$ cat src/rtl/flit_operand_injector_pkg.sv
// Shared types for the flit operand injector: FSM state encoding and LFSR taps.
// The LFSR step is only meaningful when the flit word is 44 bits wide (N=22).
package inj_pkg;

    typedef enum logic [1:0] {
        ST_IDLE,
        ST_SEND,
        ST_GAP,
        ST_DONE
    } inj_state_e;

    // Galois taps for x^44 + x^43 + x^18 + x^17 + 1, left-shifting form
    localparam logic [43:0] LFSR_TAPS = 44'h80000060001;

    function automatic logic [43:0] lfsr_step(input logic [43:0] x);
        lfsr_step = {x[42:0], 1'b0} ^ (x[43] ? LFSR_TAPS : 44'h0);
    endfunction

endpackage

$ cat src/rtl/flit_operand_injector_if.sv
// Operand/flit handshake bundle between the injector and the adder under test.
interface flit_operand_injector_if #(
    parameter int N = 22
);
    logic [N-1:0] op_a;
    logic [N-1:0] op_b;
    logic         op_valid;
    logic         op_ready;
    logic         pkt_start;
    logic         pkt_end;

    modport master (output op_a, op_b, op_valid, pkt_start, pkt_end, input op_ready);
    modport slave  (input op_a, op_b, op_valid, pkt_start, pkt_end, output op_ready);
endinterface

$ cat src/rtl/flit_operand_injector_pattern_gen.sv
// Flit word source: thermometer counter by default, 44-bit Galois LFSR when
// INJ_LFSR_EN is defined. word is registered and only moves on load/advance.
module inj_pattern_gen #(
    parameter int              N         = 22,
    parameter logic [2*N-1:0]  LFSR_SEED = 1
) (
    input  logic           clk,
    input  logic           rst,
    input  logic           load,
    input  logic           advance,
    output logic [2*N-1:0] word
);
    localparam int W = 2 * N;

    if (LFSR_SEED == '0) begin : g_seed_chk
        $error("LFSR_SEED must be nonzero");
    end

    logic [W-1:0] word_q, word_d;

`ifdef INJ_LFSR_EN
    import inj_pkg::*;

    logic [W-1:0] lfsr_q, lfsr_d;

    always_comb begin
        lfsr_d = lfsr_q;
        word_d = word_q;
        if (load) begin
            lfsr_d = lfsr_step(LFSR_SEED);
            word_d = lfsr_d;
        end else if (advance) begin
            lfsr_d = lfsr_step(lfsr_q);
            word_d = lfsr_d;
        end
    end

    // word stays 0 out of reset; the LFSR itself holds the seed
    always_ff @(posedge clk) begin
        if (rst) begin
            lfsr_q <= LFSR_SEED;
            word_q <= '0;
        end else begin
            lfsr_q <= lfsr_d;
            word_q <= word_d;
        end
    end
`else
    localparam int GW = $clog2(W + 1);

    logic [GW-1:0] g_q, g_d;

    function automatic logic [W-1:0] therm(input logic [GW-1:0] g);
        logic [W-1:0] t;
        for (int i = 0; i < W; i++) t[i] = (GW'(i) < g);
        return t;
    endfunction

    always_comb begin
        g_d    = g_q;
        word_d = word_q;
        if (load) begin
            g_d = GW'(1);
        end else if (advance) begin
            g_d = (g_q == GW'(W)) ? '0 : g_q + GW'(1);
        end
        if (load || advance) word_d = therm(g_d);
    end

    always_ff @(posedge clk) begin
        if (rst) begin
            g_q    <= '0;
            word_q <= '0;
        end else begin
            g_q    <= g_d;
            word_q <= word_d;
        end
    end
`endif

    assign word = word_q;

endmodule

$ cat src/rtl/flit_operand_injector.sv
// Packetised operand stimulus for adder energy characterisation: NUM_PKTS packets
// of PAYLOAD flits with GAP idle cycles after each. INJ_LFSR_EN selects LFSR words.
module flit_operand_injector #(
    parameter int             N         = 22,
    parameter int             PAYLOAD   = 20,
    parameter int             NUM_PKTS  = 10,
    parameter int             GAP       = 7,
    parameter logic [2*N-1:0] LFSR_SEED = 1
) (
    input  logic                              clk,
    input  logic                              rst,
    input  logic                              start,
    flit_operand_injector_if.master           bus,
    output logic [$clog2(PAYLOAD+1)-1:0]      flit_cnt,
    output logic [$clog2(NUM_PKTS+1)-1:0]     pkt_cnt,
    output logic                              busy,
    output logic                              done
);
    import inj_pkg::*;

    localparam int FCW = $clog2(PAYLOAD + 1);
    localparam int PCW = $clog2(NUM_PKTS + 1);
    localparam int GCW = (GAP > 1) ? $clog2(GAP) : 1;
    localparam logic [FCW-1:0] LAST_FLIT = FCW'(PAYLOAD - 1);
    localparam logic [PCW-1:0] PKTS      = PCW'(NUM_PKTS);
    localparam logic [GCW-1:0] GAP_LAST  = GCW'((GAP > 0) ? GAP - 1 : 0);

    inj_state_e     state_q, state_d;
    logic [FCW-1:0] flit_cnt_q, flit_cnt_d;
    logic [PCW-1:0] pkt_cnt_q, pkt_cnt_d, pkt_nxt;
    logic [GCW-1:0] gap_cnt_q, gap_cnt_d;
    logic           op_valid_q, op_valid_d;
    logic           pkt_start_q, pkt_start_d;
    logic           pkt_end_q, pkt_end_d;
    logic           busy_q, busy_d;
    logic           done_q, done_d;
    logic           load, advance;
    logic [2*N-1:0] word;

    inj_pattern_gen #(.N(N), .LFSR_SEED(LFSR_SEED)) u_pattern (
        .clk     (clk),
        .rst     (rst),
        .load    (load),
        .advance (advance),
        .word    (word)
    );

    assign pkt_nxt = pkt_cnt_q + PCW'(1);

    // The word only advances when another flit follows, so op_a/op_b keep the
    // last transferred value through the gap and the DONE/IDLE tail.
    always_comb begin
        state_d    = state_q;
        flit_cnt_d = flit_cnt_q;
        pkt_cnt_d  = pkt_cnt_q;
        gap_cnt_d  = gap_cnt_q;
        load       = 1'b0;
        advance    = 1'b0;
        unique case (state_q)
            ST_IDLE: if (start) begin
                state_d    = ST_SEND;
                load       = 1'b1;
                flit_cnt_d = '0;
                pkt_cnt_d  = '0;
            end
            ST_SEND: if (bus.op_ready) begin
                if (flit_cnt_q == LAST_FLIT) begin
                    flit_cnt_d = '0;
                    pkt_cnt_d  = pkt_nxt;
                    if (GAP > 0) begin
                        state_d   = ST_GAP;
                        gap_cnt_d = '0;
                    end else if (pkt_nxt < PKTS) begin
                        advance = 1'b1;
                    end else begin
                        state_d = ST_DONE;
                    end
                end else begin
                    flit_cnt_d = flit_cnt_q + FCW'(1);
                    advance    = 1'b1;
                end
            end
            ST_GAP: begin
                gap_cnt_d = gap_cnt_q + GCW'(1);
                if (gap_cnt_q == GAP_LAST) begin
                    if (pkt_cnt_q < PKTS) begin
                        state_d = ST_SEND;
                        advance = 1'b1;
                    end else begin
                        state_d = ST_DONE;
                    end
                end
            end
            ST_DONE: state_d = ST_IDLE;
            default: state_d = ST_IDLE;
        endcase

        op_valid_d  = (state_d == ST_SEND);
        busy_d      = (state_d == ST_SEND) || (state_d == ST_GAP);
        done_d      = (state_d == ST_DONE);
        pkt_start_d = op_valid_d && (flit_cnt_d == '0);
        pkt_end_d   = op_valid_d && (flit_cnt_d == LAST_FLIT);
    end

    always_ff @(posedge clk) begin
        if (rst) begin
            state_q     <= ST_IDLE;
            flit_cnt_q  <= '0;
            pkt_cnt_q   <= '0;
            gap_cnt_q   <= '0;
            op_valid_q  <= 1'b0;
            pkt_start_q <= 1'b0;
            pkt_end_q   <= 1'b0;
            busy_q      <= 1'b0;
            done_q      <= 1'b0;
        end else begin
            state_q     <= state_d;
            flit_cnt_q  <= flit_cnt_d;
            pkt_cnt_q   <= pkt_cnt_d;
            gap_cnt_q   <= gap_cnt_d;
            op_valid_q  <= op_valid_d;
            pkt_start_q <= pkt_start_d;
            pkt_end_q   <= pkt_end_d;
            busy_q      <= busy_d;
            done_q      <= done_d;
        end
    end

    assign bus.op_a      = word[N-1:0];
    assign bus.op_b      = word[2*N-1:N];
    assign bus.op_valid  = op_valid_q;
    assign bus.pkt_start = pkt_start_q;
    assign bus.pkt_end   = pkt_end_q;
    assign flit_cnt      = flit_cnt_q;
    assign pkt_cnt       = pkt_cnt_q;
    assign busy          = busy_q;
    assign done          = done_q;

endmodule
$ cat src/flat_wrapper.sv
// flat-port wrapper written by rule: the top's interface ports become plain ports
module flit_operand_injector_flat import inj_pkg::*;
#(
    parameter int             N         = 22,
    parameter int             PAYLOAD   = 20,
    parameter int             NUM_PKTS  = 10,
    parameter int             GAP       = 7,
    parameter logic [2*N-1:0] LFSR_SEED = 1
)
  (clk, rst, start, flit_cnt, pkt_cnt, busy, done, bus_op_a, bus_op_b, bus_op_valid, bus_pkt_start, bus_pkt_end, bus_op_ready);
  flit_operand_injector_if #(.N(N)) bus_i ();
  input  logic clk;
  input  logic rst;
  input  logic start;
  output logic [$clog2(PAYLOAD+1)-1:0] flit_cnt;
  output logic [$clog2(NUM_PKTS+1)-1:0] pkt_cnt;
  output logic busy;
  output logic done;
  output wire logic [$bits(bus_i.op_a)-1:0] bus_op_a;
  output wire logic [$bits(bus_i.op_b)-1:0] bus_op_b;
  output wire logic [$bits(bus_i.op_valid)-1:0] bus_op_valid;
  output wire logic [$bits(bus_i.pkt_start)-1:0] bus_pkt_start;
  output wire logic [$bits(bus_i.pkt_end)-1:0] bus_pkt_end;
  input wire logic [$bits(bus_i.op_ready)-1:0] bus_op_ready;
  assign bus_op_a = bus_i.op_a;
  assign bus_op_b = bus_i.op_b;
  assign bus_op_valid = bus_i.op_valid;
  assign bus_pkt_start = bus_i.pkt_start;
  assign bus_pkt_end = bus_i.pkt_end;
  assign bus_i.op_ready = bus_op_ready;
  flit_operand_injector #(.N(N), .PAYLOAD(PAYLOAD), .NUM_PKTS(NUM_PKTS), .GAP(GAP), .LFSR_SEED(LFSR_SEED)) u_core (.clk(clk), .rst(rst), .start(start), .bus(bus_i), .flit_cnt(flit_cnt), .pkt_cnt(pkt_cnt), .busy(busy), .done(done));
endmodule
$ cat config.mk
export PLATFORM = sky130hd
export DESIGN_NAME = flit_operand_injector_flat
export DESIGN_NICKNAME = d
export VERILOG_FILES = /design/src/rtl/flit_operand_injector_pkg.sv /design/src/rtl/flit_operand_injector_if.sv /design/src/rtl/flit_operand_injector_pattern_gen.sv /design/src/rtl/flit_operand_injector.sv /design/src/flat_wrapper.sv
export SDC_FILE = /design/constraint.sdc
export NUM_CORES = 1
export LEC_CHECK = 0
export CORE_AREA = 2 2 80 97
export CTS_CLUSTER_DIAMETER = 120
export CTS_CLUSTER_SIZE = 28
export DETAILED_ROUTE_END_ITERATION = 12
export DIE_AREA = 0 0 82 99
export GPL_TIMING_DRIVEN = 0
export PLACE_DENSITY = 0.86
export REMOVE_ABC_BUFFERS = 1
export SYNTH_ARGS = -nofsm -noshare
export SYNTH_HDL_FRONTEND = slang
export SYNTH_SLANG_ARGS = --single-unit
$ cat constraint.sdc
create_clock -name clk -period 2.8 [get_ports clk]
set_input_delay 0.42 -clock clk [delete_from_list [all_inputs] [get_ports clk]]
set_output_delay 0.42 -clock clk [all_outputs]
set_load 0.02 [all_outputs]
Word level (Yosys, flattened, before mapping)

Index checks and enable logic that the tools add are counted.
W data, S select, Z words.

Add/sub/neg operators: 4
Order comparisons: 45
Equality and inequality tests: 13
Multiplexer cells: 27
Reductions and logical operators: 10

Operators with widths:

| kind                  | number |
|---|---|
| $lt A5 B6 Y1 const A  | 16 |
| $lt A6 B6 Y1 const A  | 12 |
| $lt A4 B6 Y1 const A  | 8 |
| $lt A3 B6 Y1 const A  | 4 |
| $mux W6               | 3 |
| $mux W5               | 3 |
| $lt A1 B6 Y1 const A  | 2 |
| $lt A2 B6 Y1 const A  | 2 |
| $mux W4               | 3 |
| $eq A5 B5 Y1 const B  | 2 |
| $mux W2               | 5 |
| $pmux W5 S2           | 1 |
| $eq A2 B2 Y1 const B  | 4 |
| $pmux W2 S4           | 1 |
| $pmux W4 S2           | 1 |
| $add A6 B1 Y6 const B | 1 |
| $eq A6 B6 Y1 const B  | 1 |
| $mux W1               | 6 |
| $mux W3               | 2 |
| $pmux W3 S2           | 1 |
| $add A5 B1 Y5 const B | 1 |
| $logic_not A5 Y1      | 1 |
| $add A4 B1 Y4 const B | 1 |
| $eq A2 B1 Y1 const B  | 2 |
| other kinds (12)      | 16 |

Flip-flop bits (word level): 69
Input port bits: 4

Longest topological paths before layout

Gate-level depths: netlist of the first run.

Depth in word-level cells: 7
Depth in mapped cells: 11
Gate-level depth less buffers: 10

Modules after synthesis

A second synthesis of the first run with hierarchy kept.

Cells, all modules: 405
Area total of the unflattened synthesis: 3454.6 um2

Modules (own cells, without submodules):

| module                | instances | cells an instance | area an instance (um2) |
|---|---|---|---|
| inj_pattern_gen       | 1         | 276               | 2334.7 |
| flit_operand_injector | 1         | 129               | 1119.8 |

Worst setup path before layout of the first run

No wires, ideal clock.

Kind: reg2reg
Start: register u_core.flit_cnt_q[1], in the netlist u_core.flit_cnt[1]
End: register u_core.u_pattern.word_q[24], in the netlist u_core.u_pattern.word[24]
Arrival: 2197 ps
Slack: 460 ps
Cell stages (with the launch flop): 9
Cell sequence: dfxtp_1 ha_1 nand4bb_4 a22o_4 buf_6 a31oi_1 nand4_2 nor3_2 a221oi_1

Cells in the longest elaborated chain, start to end: 7
Elaborated cells between the ends (all ways): 8

Ends and longest elaborated chain:

| item                   | line                                    | source |
|---|---|---|
| from (decl)            | flit_operand_injector.sv:29             | `logic [FCW-1:0] flit_cnt_q, flit_cnt_d;` |
| from (signal assigned) | flit_operand_injector.sv:118            | `flit_cnt_q <= flit_cnt_d;` |
| $eq A5 B5 Y1 *         | flit_operand_injector.sv:67             | `if (flit_cnt_q == LAST_FLIT) begin` |
| $mux W1 *              | flit_operand_injector.sv:67             |  |
| $mux W1 *              | flit_operand_injector.sv:66             | `ST_SEND: if (bus.op_ready) begin` |
| $pmux W1 S2 *          | flit_operand_injector.sv:59             | `unique case (state_q)` |
| $mux W6                | flit_operand_injector_pattern_gen.sv:64 | `end else if (advance) begin` |
| $mux W6                | flit_operand_injector_pattern_gen.sv:62 | `if (load) begin` |
| $lt A5 B6 Y1           | flit_operand_injector_pattern_gen.sv:55 | `for (int i = 0; i < W; i++) t[i] = (GW'(i) < g);` |
| to (signal assigned)   | flit_operand_injector_pattern_gen.sv:76 | `word_q <= word_d;` |
| to (decl)              | flit_operand_injector_pattern_gen.sv:19 | `logic [W-1:0] word_q, word_d;` |

Every way passes the cells marked *; elsewhere a longest branch is shown, timed or not.
A chain may end at the register's enable or synchronous reset.

Worst setup path after layout of the first run

Start: register u_core.state_q[1]
End: register u_core.u_pattern.word_q[24], in the netlist u_core.u_pattern.word[24]

Cells in the longest elaborated chain, start to end: 5
Elaborated cells between the ends (all ways): 9

Ends and longest elaborated chain:

| item                                         | line                                    | source |
|---|---|---|
| from (decl)                                  | flit_operand_injector.sv:28             | `inj_state_e state_q, state_d;` |
| from (signal assigned)                       | flit_operand_injector.sv:117            | `state_q <= state_d;` |
| $eq A2 B2 Y1 or $eq A2 B1 Y1 (tied branches) | flit_operand_injector.sv:59             |  |
| $pmux W1 S2                                  | flit_operand_injector.sv:59             |  |
| $mux W6                                      | flit_operand_injector_pattern_gen.sv:64 |  |
| $mux W6                                      | flit_operand_injector_pattern_gen.sv:62 |  |
| $lt A5 B6 Y1                                 | flit_operand_injector_pattern_gen.sv:55 |  |

Several ways; a longest one is shown, not always the timed one.

==> flow_metrics.tcl, run 1 <==
set metrics [dict create \
    place_ws_ns -0.412 \
    place.gp.congestion 0.864 \
    synth_common_cells "69 x dfxtp_1, 44 x nand2_1, 40 x a21oi_1" \
    slew_headroom 0.644 \
    fin_crit_ns 2.73 \
    grt_pass1_wl_microns 14700 \
    drive_gt1_frac 0.142 \
    yosysUniqueCellTypes 69 \
    ys_warn_count 0 \
    status "finished, final reports clean" \
    clkSinkCount 69 \
    num_rows 34 \
    r2r_slack_ns 0.07 \
    whs_ns 0.460 \
    viasPerCell 6.15 \
    synth_top_cell_by_area "dfxtp_1" \
    firstDrtPassIters 5 \
    seqCellArea_sq_um 1380 \
    cts_tree "done" \
    pin_count 62 \
    yosysMostFrequentCell "dfxtp_1" \
    min_path_type "flip-flop to flip-flop" \
    antenna_left 0 \
    synth-async-reset-ratio 0 \
    nets 468 \
    syn_inst 394 \
    holdPathStages 2 \
    hold_end "u_core.u_pattern.word[41]" \
    first_iter_violations 166 \
    h-tree-depth 3 \
    report.final.slew_viol_count 0 \
    multi_input_area_sq_um 1990 \
    syn_area_sq_um 3520 \
    setup_viol 0 \
    grt_use_total 0.231 \
    cts_made_buffers 9 \
    area_growth_pct 28.7 \
    period_share 0.974 \
    ys_seq_area_frac 0.393 \
    drc 0 \
    synth_top_area_frac 0.393 \
    grt_pass1_vias 3144 \
    fp.dieH_microns 99 \
    grt_antenna_before_repair 0 \
    fill_cells 580 \
    skew_ns 0.0139 \
    dpl.cell_count 521 \
    startpoint_type "flip-flop" \
    synth.top_cells.by_area "dfxtp_1 39%, a21oi_1 5.7%, nand2_1 4.7%" \
    cp.arrival_ns 2.97 \
    crit_path_end_kind "flip-flop" \
    fin_ws_ns 0.0730 \
    die_w_microns 82 \
    fin_cells 548 \
    coreArea_sq_um 7150 \
    ys.flop_type "dfxtp_1" \
    max_freq_mhz 367 \
    dpl.hpwl_microns 5940 \
    rr_worst_depth 8 \
    vias 3371 \
    r2r-start "u_core.state_q[1]" \
    clk_latency_ns 0.35 \
    max-clock-path-buffers 2 \
    critPathMaxFanout 25 \
    rr_endpoint "u_core.u_pattern.word[24]" \
    portBuffers 61 \
    required_ns 3.04 \
    ctsHoldBuffers 0 \
    hold_violations 0 \
    ys_seq_elements 69 \
    root_buffer "clkbuf_8" \
    routed_wl_microns 9470 \
    clk_pin_slew_ns 0.08 \
    diodes 0 \
    max_cap_viol_count 0 \
    min_from "u_core.u_pattern.word[41]" \
    initial_core_util 0.492 \
    tightest_slew_ns 0.531 \
    path_class "flip-flop to flip-flop" \
    worst_ir_drop_vdd_mv 0.324 \
    grt_overflow_total 0 \
    avgSynthCellArea_sq_um 8.93 \
    synth_edf_count 0 \
    wl_per_cell_microns 17.3 \
    powerDensity_nw_per_um2 477 \
    grt_max_degree 54 \
    die-area_sq_um 8120 \
    p_leak_nw 1.62 \
]
[registers in the layout (all words and copies together), names as in the netlist]
name / flops
u_core.gap_cnt_q: 3
u_core.bus.pkt_end: 1
u_core.flit_cnt: 5
u_core.state_q: 2
u_core.pkt_cnt: 4
u_core.done: 1
u_core.u_pattern.g_q: 6
u_core.bus.pkt_start: 1
u_core.busy: 1
u_core.u_pattern.word: 44
u_core.bus.op_valid: 1
[how the worst max path moves through the flow]
stage | from | to | slack (ns)
6_report | u_core.state_q[1] | u_core.u_pattern.word[24] | 0.07
5_1_grt | u_core.state_q[1] | u_core.u_pattern.word[24] | -0.06
4_1_cts | u_core.state_q[1] | u_core.u_pattern.word[24] | 0.07
3_5_place_dp | bus_op_ready | u_core.u_pattern.word[26] | -0.41
3_3_place_gp | bus_op_ready | u_core.u_pattern.word[14] | -1.17
2_1_floorplan | u_core.flit_cnt[1] | u_core.u_pattern.word[12] | -0.25
[placed cells by master, fill, tap and decap left out, drive strengths merged, types with 4 or more instances in the layout]
| master | synthesis | layout |
|---|---|---|
| dfxtp | 69 | 69 |
| clkdlybuf4s50 | 0 | 60 |
| nand2 | 44 | 44 |
| a21oi | 41 | 41 |
| nor2 | 35 | 35 |
| o21ai | 29 | 29 |
| buf | 13 | 14 |
| inv | 11 | 13 |
| nor3 | 12 | 12 |
| ha | 11 | 11 |
| a211oi | 10 | 10 |
| clkbuf | 13 | 9 |
| a22oi | 9 | 9 |
| nor4 | 9 | 9 |
| nand3 | 8 | 8 |
| o211ai | 7 | 7 |
| a31oi | 7 | 7 |
| nand4 | 6 | 6 |
| a311oi | 4 | 4 |
| nor4b | 4 | 4 |
| o31ai | 4 | 4 |
[final cells by class]
cell class	count	share of cell area
inverters	11	0.00912
well taps	90	0.0249
clock buffers	9	0.0274
multi-input cells	288	0.439
clock inverters	7	0.0235
flip-flops and latches	69	0.305
repair buffers	74	0.171
[metal layers]
metal / track usage / wire length, microns
met2: 0.388 / 4890
met4: 0.110 / 259
met5: 0 / 0
met3: 0.0540 / 622
met1: 0.271 / 3700
[timing repair]
item,in CTS,in global routing
buffers inserted,0,11
resized for setup,3,5
endpoints found under the setup margin,18,22
pin swaps,0,3
[stage by stage]
stage                     area (sq um)  utilization  TNS [ns]  total power (W)
after floorplan                   3380            -     -2.00          0.00115
after global placement            4100        0.574    -32.81          0.00122
after detailed placement          4150        0.580     -7.40          0.00124
after CTS                         4380        0.613         0          0.00216
after global routing              4530        0.633   -0.0604          0.00223
final                             4530        0.633         0          0.00216
[report_power, final]
| part | switching, W | leakage [nW] | internal [W] | total [W] |
|---|---|---|---|---|
| sequential | 0.0000115 | 0.558 | 0.000998 | 0.00101 |
| combinational | 0.000142 | 0.943 | 0.0000748 | 0.000217 |
| clock | 0.000419 | 0.116 | 0.000515 | 0.000934 |
[critical path, cell delays in order (launching register included)]
cell and delay (ns):
dfxtp_1 0.43, inv_1 0.09, ha_1 0.31, and3_4 0.24, a22oi_4 0.38, a21o_1 0.21
a31o_4 0.41, o21ai_2 0.17, a221oi_1 0.37
[logic make-up (layout without fill, tap and decap cells)]
kind of cell | count (synthesis) | count (layout) | share of synthesized area
buf+inv | 37 | 101 | 0.0519
mux | 3 | 3 | 0.0121
flops | 69 | 69 | 0.393
fa+ha+maj | 11 | 11 | 0.0391
xor+xnor | 5 | 5 | 0.0124
compound gates | 133 | 133 | 0.269
simple gates | 136 | 136 | 0.223
Power figures use the tool's default switching activity.
==> inputs of run 2 (changes only) <==
--- a/config.mk
+++ b/config.mk
@@ -5,9 +5,10 @@
 export SDC_FILE = /design/constraint.sdc
 export NUM_CORES = 1
 export LEC_CHECK = 0
+export CAP_MARGIN = 20
 export CORE_AREA = 2 2 80 97
 export CTS_CLUSTER_DIAMETER = 120
-export CTS_CLUSTER_SIZE = 28
+export CTS_CLUSTER_SIZE = 20
 export DETAILED_ROUTE_END_ITERATION = 12
 export DIE_AREA = 0 0 82 99
 export GPL_TIMING_DRIVEN = 0
==> flow_metrics.tcl, run 2 (same netlist as run 1, synthesis figures left out) <==
set metrics [dict create \
    cts_tree "done" \
    p_leak_nw 1.62 \
    crit_path_end_kind "flip-flop" \
    die-area_sq_um 8120 \
    rr_worst_depth 8 \
    largest_register_ffs 44 \
    grt_overflow_total 0 \
    first_iter_violations 166 \
    tightest_slew_ns 0.531 \
    fin_crit_ns 2.73 \
    path_cells "inv_1 -> ha_1 -> and3_4 -> a22oi_4 -> a21o_1 -> a31o_4 -> o21ai_2 -> a221oi_1" \
    hold_violations 0 \
    holdPathStages 2 \
    fill_cells 580 \
    min_from "u_core.u_pattern.word[41]" \
    clkSinkCount 69 \
    hold_end "u_core.u_pattern.word[41]" \
    path_class "flip-flop to flip-flop" \
    required_ns 3.04 \
    place.gp.congestion 0.864 \
    r2r-start "u_core.state_q[1]" \
    antenna_left 0 \
    powerDensity_nw_per_um2 477 \
    cp.arrival_ns 2.97 \
    setup_viol 0 \
    grt_pass1_vias 3144 \
    clk_pin_slew_ns 0.08 \
    skew_ns 0.0139 \
    period_share 0.974 \
    min_path_type "flip-flop to flip-flop" \
    viasPerCell 6.15 \
    fp.dieH_microns 99 \
    mostFrequentLayoutCell "dfxtp_1" \
    wl_per_cell_microns 17.3 \
    max_freq_mhz 367 \
    grt_pass1_wl_microns 14700 \
    coreArea_sq_um 7150 \
    vias 3371 \
    critPathMaxFanout 25 \
    diodes 0 \
    cpPeakStageDelay_ns 0.43 \
    drc 0 \
    max_cap_viol_count 0 \
    die_w_microns 82 \
    crit_path_top_delay_cell "dfxtp_1" \
    mostFrequentLayoutCells "69 x dfxtp_1, 60 x clkdlybuf4s50_1, 44 x nand2_1" \
    cts_made_buffers 9 \
    grt_use_total 0.231 \
    report.final.slew_viol_count 0 \
    dpl.hpwl_microns 5940 \
    area_growth_pct 28.7 \
    startpoint_type "flip-flop" \
    root_buffer "clkbuf_8" \
    pin_count 62 \
    worst_ir_drop_vdd_mv 0.324 \
    status "finished, final reports clean" \
    fin_setup_tns_ns 0 \
    firstDrtPassIters 5 \
    max-clock-path-buffers 2 \
    grt_max_degree 54 \
    whs_ns 0.460 \
    grt_antenna_before_repair 0 \
    drive_gt1_frac 0.142 \
    routed_wl_microns 9470 \
    nets 468 \
    ctsHoldBuffers 0 \
    num_rows 34 \
    rr_endpoint "u_core.u_pattern.word[24]" \
    r2r_slack_ns 0.07 \
    initial_core_util 0.492 \
    h-tree-depth 3 \
    clk_latency_ns 0.35 \
    slew_headroom 0.644 \
    portBuffers 61 \
]
run 2: how the worst max path moves through the flow:
stage,start,end,slack [ns],cells past startpoint
after floorplan,u_core.flit_cnt[1],u_core.u_pattern.word[12],-0.25,7
after global placement,bus_op_ready,u_core.u_pattern.word[14],-1.17,7
after detailed placement,bus_op_ready,u_core.u_pattern.word[26],-0.41,7
after CTS,u_core.state_q[1],u_core.u_pattern.word[24],0.07,8
after global routing,u_core.state_q[1],u_core.u_pattern.word[24],-0.06,8
final,u_core.state_q[1],u_core.u_pattern.word[24],0.07,8
run 2: critical path: cells and delay by family, from the launching register on:
kind	cells	cell delay [ns]
and+or+nand+nor	1	0.24
DFF	1	0.43
buffers and inverters	1	0.09
adders and majority gates	1	0.31
AOI/OAI and AO/OA	5	1.54
run 2: metrics by stage:
stage               instance area (sq um)  power, W  utilization  cells  worst slack, ns
floorplan                            3380   0.00115            -    368           -0.250
global placement                     4100   0.00122        0.574    519            -1.17
detailed placement                   4150   0.00124        0.580    521           -0.412
CTS                                  4380   0.00216        0.613    537           0.0707
global route                         4530   0.00223        0.633    548          -0.0569
finish                               4530   0.00216        0.633    548           0.0730
run 2: cell type report:
class / instances / area, sq um / share of cell area
Inverter: 11 / 41.3 / 0.00912
Clock buffer: 9 / 124 / 0.0274
Sequential cell: 69 / 1380 / 0.305
Tap cell: 90 / 113 / 0.0249
Clock inverter: 7 / 106 / 0.0235
Timing Repair Buffer: 74 / 773 / 0.171
Multi-Input combinational cell: 288 / 1990 / 0.439
run 2: power by group:
part / internal (W) / leakage (nW) / total (W) / switching [W]
Clock: 0.000515 / 0.116 / 0.000934 / 0.000419
Sequential: 0.000998 / 0.558 / 0.00101 / 0.0000115
Combinational: 0.0000748 / 0.943 / 0.000217 / 0.000142
Total: 0.00159 / 1.62 / 0.00216 / 0.000572
run 2: what timing repair did:
action,in CTS,in global routing
endpoints found under the setup margin,18,22
setup buffers,0,11
gates resized for setup,3,5
pin swaps,0,3
run 2: routing by layer:
layer | global-route usage | wire length, microns | up-vias
li1 | - | - | 1576
met1 | 0.271 | 3700 | 1606
met2 | 0.388 | 4890 | 164
met3 | 0.0540 | 622 | 25
met4 | 0.110 | 259 | 0
met5 | 0 | 0 | -
==> inputs of run 3 (changes only) <==
--- a/config.mk
+++ b/config.mk
@@ -14,6 +14,7 @@
 export GPL_TIMING_DRIVEN = 0
 export PLACE_DENSITY = 0.86
 export REMOVE_ABC_BUFFERS = 1
+export SLEW_MARGIN = 30
 export SYNTH_ARGS = -nofsm -noshare
 export SYNTH_HDL_FRONTEND = slang
 export SYNTH_SLANG_ARGS = --single-unit
==> flow_metrics.tcl, run 3 (same netlist as run 1, synthesis figures left out) <==
set metrics [dict create \
    status "finished, final reports clean" \
    clk_pin_slew_ns 0.08 \
    r2r_slack_ns 0.14 \
    powerDensity_nw_per_um2 479 \
    mostFrequentLayoutCell "dfxtp_1" \
    die_w_microns 82 \
    dpl.cell_count 521 \
    crit_path_end_kind "flip-flop" \
    drive_gt1_frac 0.140 \
    fin_ws_ns 0.140 \
    fin_crit_ns 2.66 \
    p_leak_nw 1.60 \
    vias 3405 \
    clkSinkCount 69 \
    first_iter_violations 235 \
    nets 467 \
    required_ns 3.02 \
    drc 0 \
    largest_register_ffs 44 \
    grt_overflow_total 0 \
    met1_length_microns 3580 \
    routed.top_layer "met4" \
    root_buffer "clkbuf_8" \
    min_from "u_core.u_pattern.word[41]" \
    mostFrequentLayoutCells "69 x dfxtp_1, 60 x clkdlybuf4s50_1, 44 x nand2_1" \
    cp.arrival_ns 2.88 \
    max_cap_viol_count 0 \
    portBuffers 61 \
    initial_core_util 0.492 \
    grt_pass1_vias 3228 \
    diodes 0 \
    grt_pass1_wl_microns 15000 \
    grt_antenna_before_repair 0 \
    critPathMaxFanout 12 \
    h-tree-depth 3 \
    max_freq_mhz 376 \
    report.final.slew_viol_count 0 \
    dpl.hpwl_microns 6130 \
    die-area_sq_um 8120 \
    hold_end "u_core.u_pattern.word[41]" \
    hold_violations 0 \
    routed-wl-met3_microns 881 \
    routed_wl_microns 9610 \
    cts_tree "done" \
    r2r-start "u_core.state_q[1]" \
    skew_ns 0.0139 \
    max-clock-path-buffers 2 \
    firstDrtPassIters 6 \
    coreArea_sq_um 7150 \
    num_rows 34 \
    slew_headroom 0.615 \
    grt_use_total 0.237 \
    antenna_left 0 \
    fin_cells 547 \
    fp.dieH_microns 99 \
    place.gp.congestion 0.864 \
    min_path_type "flip-flop to flip-flop" \
    worst_ir_drop_vdd_mv 0.305 \
    clk_latency_ns 0.36 \
    startpoint_type "flip-flop" \
    cts_made_buffers 9 \
    pin_count 62 \
    viasPerCell 6.22 \
    tightest_slew_ns 0.578 \
    period_share 0.950 \
    holdPathStages 2 \
    wl_met2_microns 4840 \
    rr_endpoint "u_core.u_pattern.word[16]" \
    wl_per_cell_microns 17.6 \
    rr_worst_depth 8 \
    rsz0062_at_grt "no" \
    place_ws_ns -0.390 \
    area_growth_pct 28.9 \
    grt_max_degree 30 \
    path_class "flip-flop to flip-flop" \
    setup_viol 0 \
    cp-startpoint "u_core.state_q[1]" \
]
-- run 3: changes by cell type in the layout (fill, tap and decap cells not counted) --
cell	delta
a31o_2	+1
nand4_4	+1
inv_6	+1
buf_4	-2
buf_12	-1
nand4_2	-1
buf_16	+1
clkinv_4	-1
-- run 3: worst max-delay path, cell delays in order (launching register included) --
cell	delay, ns
dfxtp_1	0.36
inv_1	0.10
ha_1	0.35
and3_4	0.28
a22o_4	0.26
mux2i_1	0.31
nand3_2	0.31
o41ai_2	0.43
a21oi_1	0.12
-- run 3: metal layers --
layer,vias up,GRT usage
met3,35,0.0595
met1,1601,0.282
met2,185,0.397
met4,0,0.101
li1,1584,-
met5,-,0
-- run 3: how the worst max path moves through the flow --
stage | end | slack, ns | cells after the start
after global routing | u_core.u_pattern.word[16] | 0.02 | 8
after floorplan | u_core.u_pattern.word[12] | -0.25 | 7
after global placement | u_core.u_pattern.word[14] | -1.17 | 7
after CTS | u_core.u_pattern.word[24] | 0.04 | 8
final | u_core.u_pattern.word[16] | 0.14 | 8
after detailed placement | u_core.u_pattern.word[38] | -0.39 | 7
-- run 3: repair_timing --
item                       in CTS  in global routing
pin swaps                       0                  3
setup endpoints to repair      14                 26
cloned                          0                  1
hold endpoints to repair        0                  0
hold buffers                    0                  0
setup buffers                   0                  9
resized for setup               2                  5
-- run 3: area by class of cell --
type / count / area, sq um
inverters: 11 / 41.3
clock buffers: 9 / 124
fillers: 564 / 2610
repair buffers: 72 / 766
well taps: 90 / 113
flip-flops and latches: 69 / 1380
clock inverters: 7 / 106
multi-input cells: 289 / 2010
-- run 3: per-stage QoR --
stage | setup TNS, ns | cell area (sq um) | total power (W) | utilization | hold WS (ns)
floorplan | -2.00 | 3380 | 0.00115 | - | 0.485
global placement | -32.81 | 4100 | 0.00122 | 0.574 | 0.443
detailed placement | -6.28 | 4160 | 0.00124 | 0.582 | 0.443
CTS | 0 | 4400 | 0.00218 | 0.615 | 0.462
global route | 0 | 4540 | 0.00225 | 0.635 | 0.491
finish | 0 | 4540 | 0.00218 | 0.635 | 0.462
-- run 3: power breakdown --
part / switching (W) / internal, W / total [W]
combinational: 0.000142 / 0.0000757 / 0.000218
sequential: 0.0000115 / 0.000998 / 0.00101
clock: 0.000431 / 0.000517 / 0.000948
total: 0.000585 / 0.00159 / 0.00218
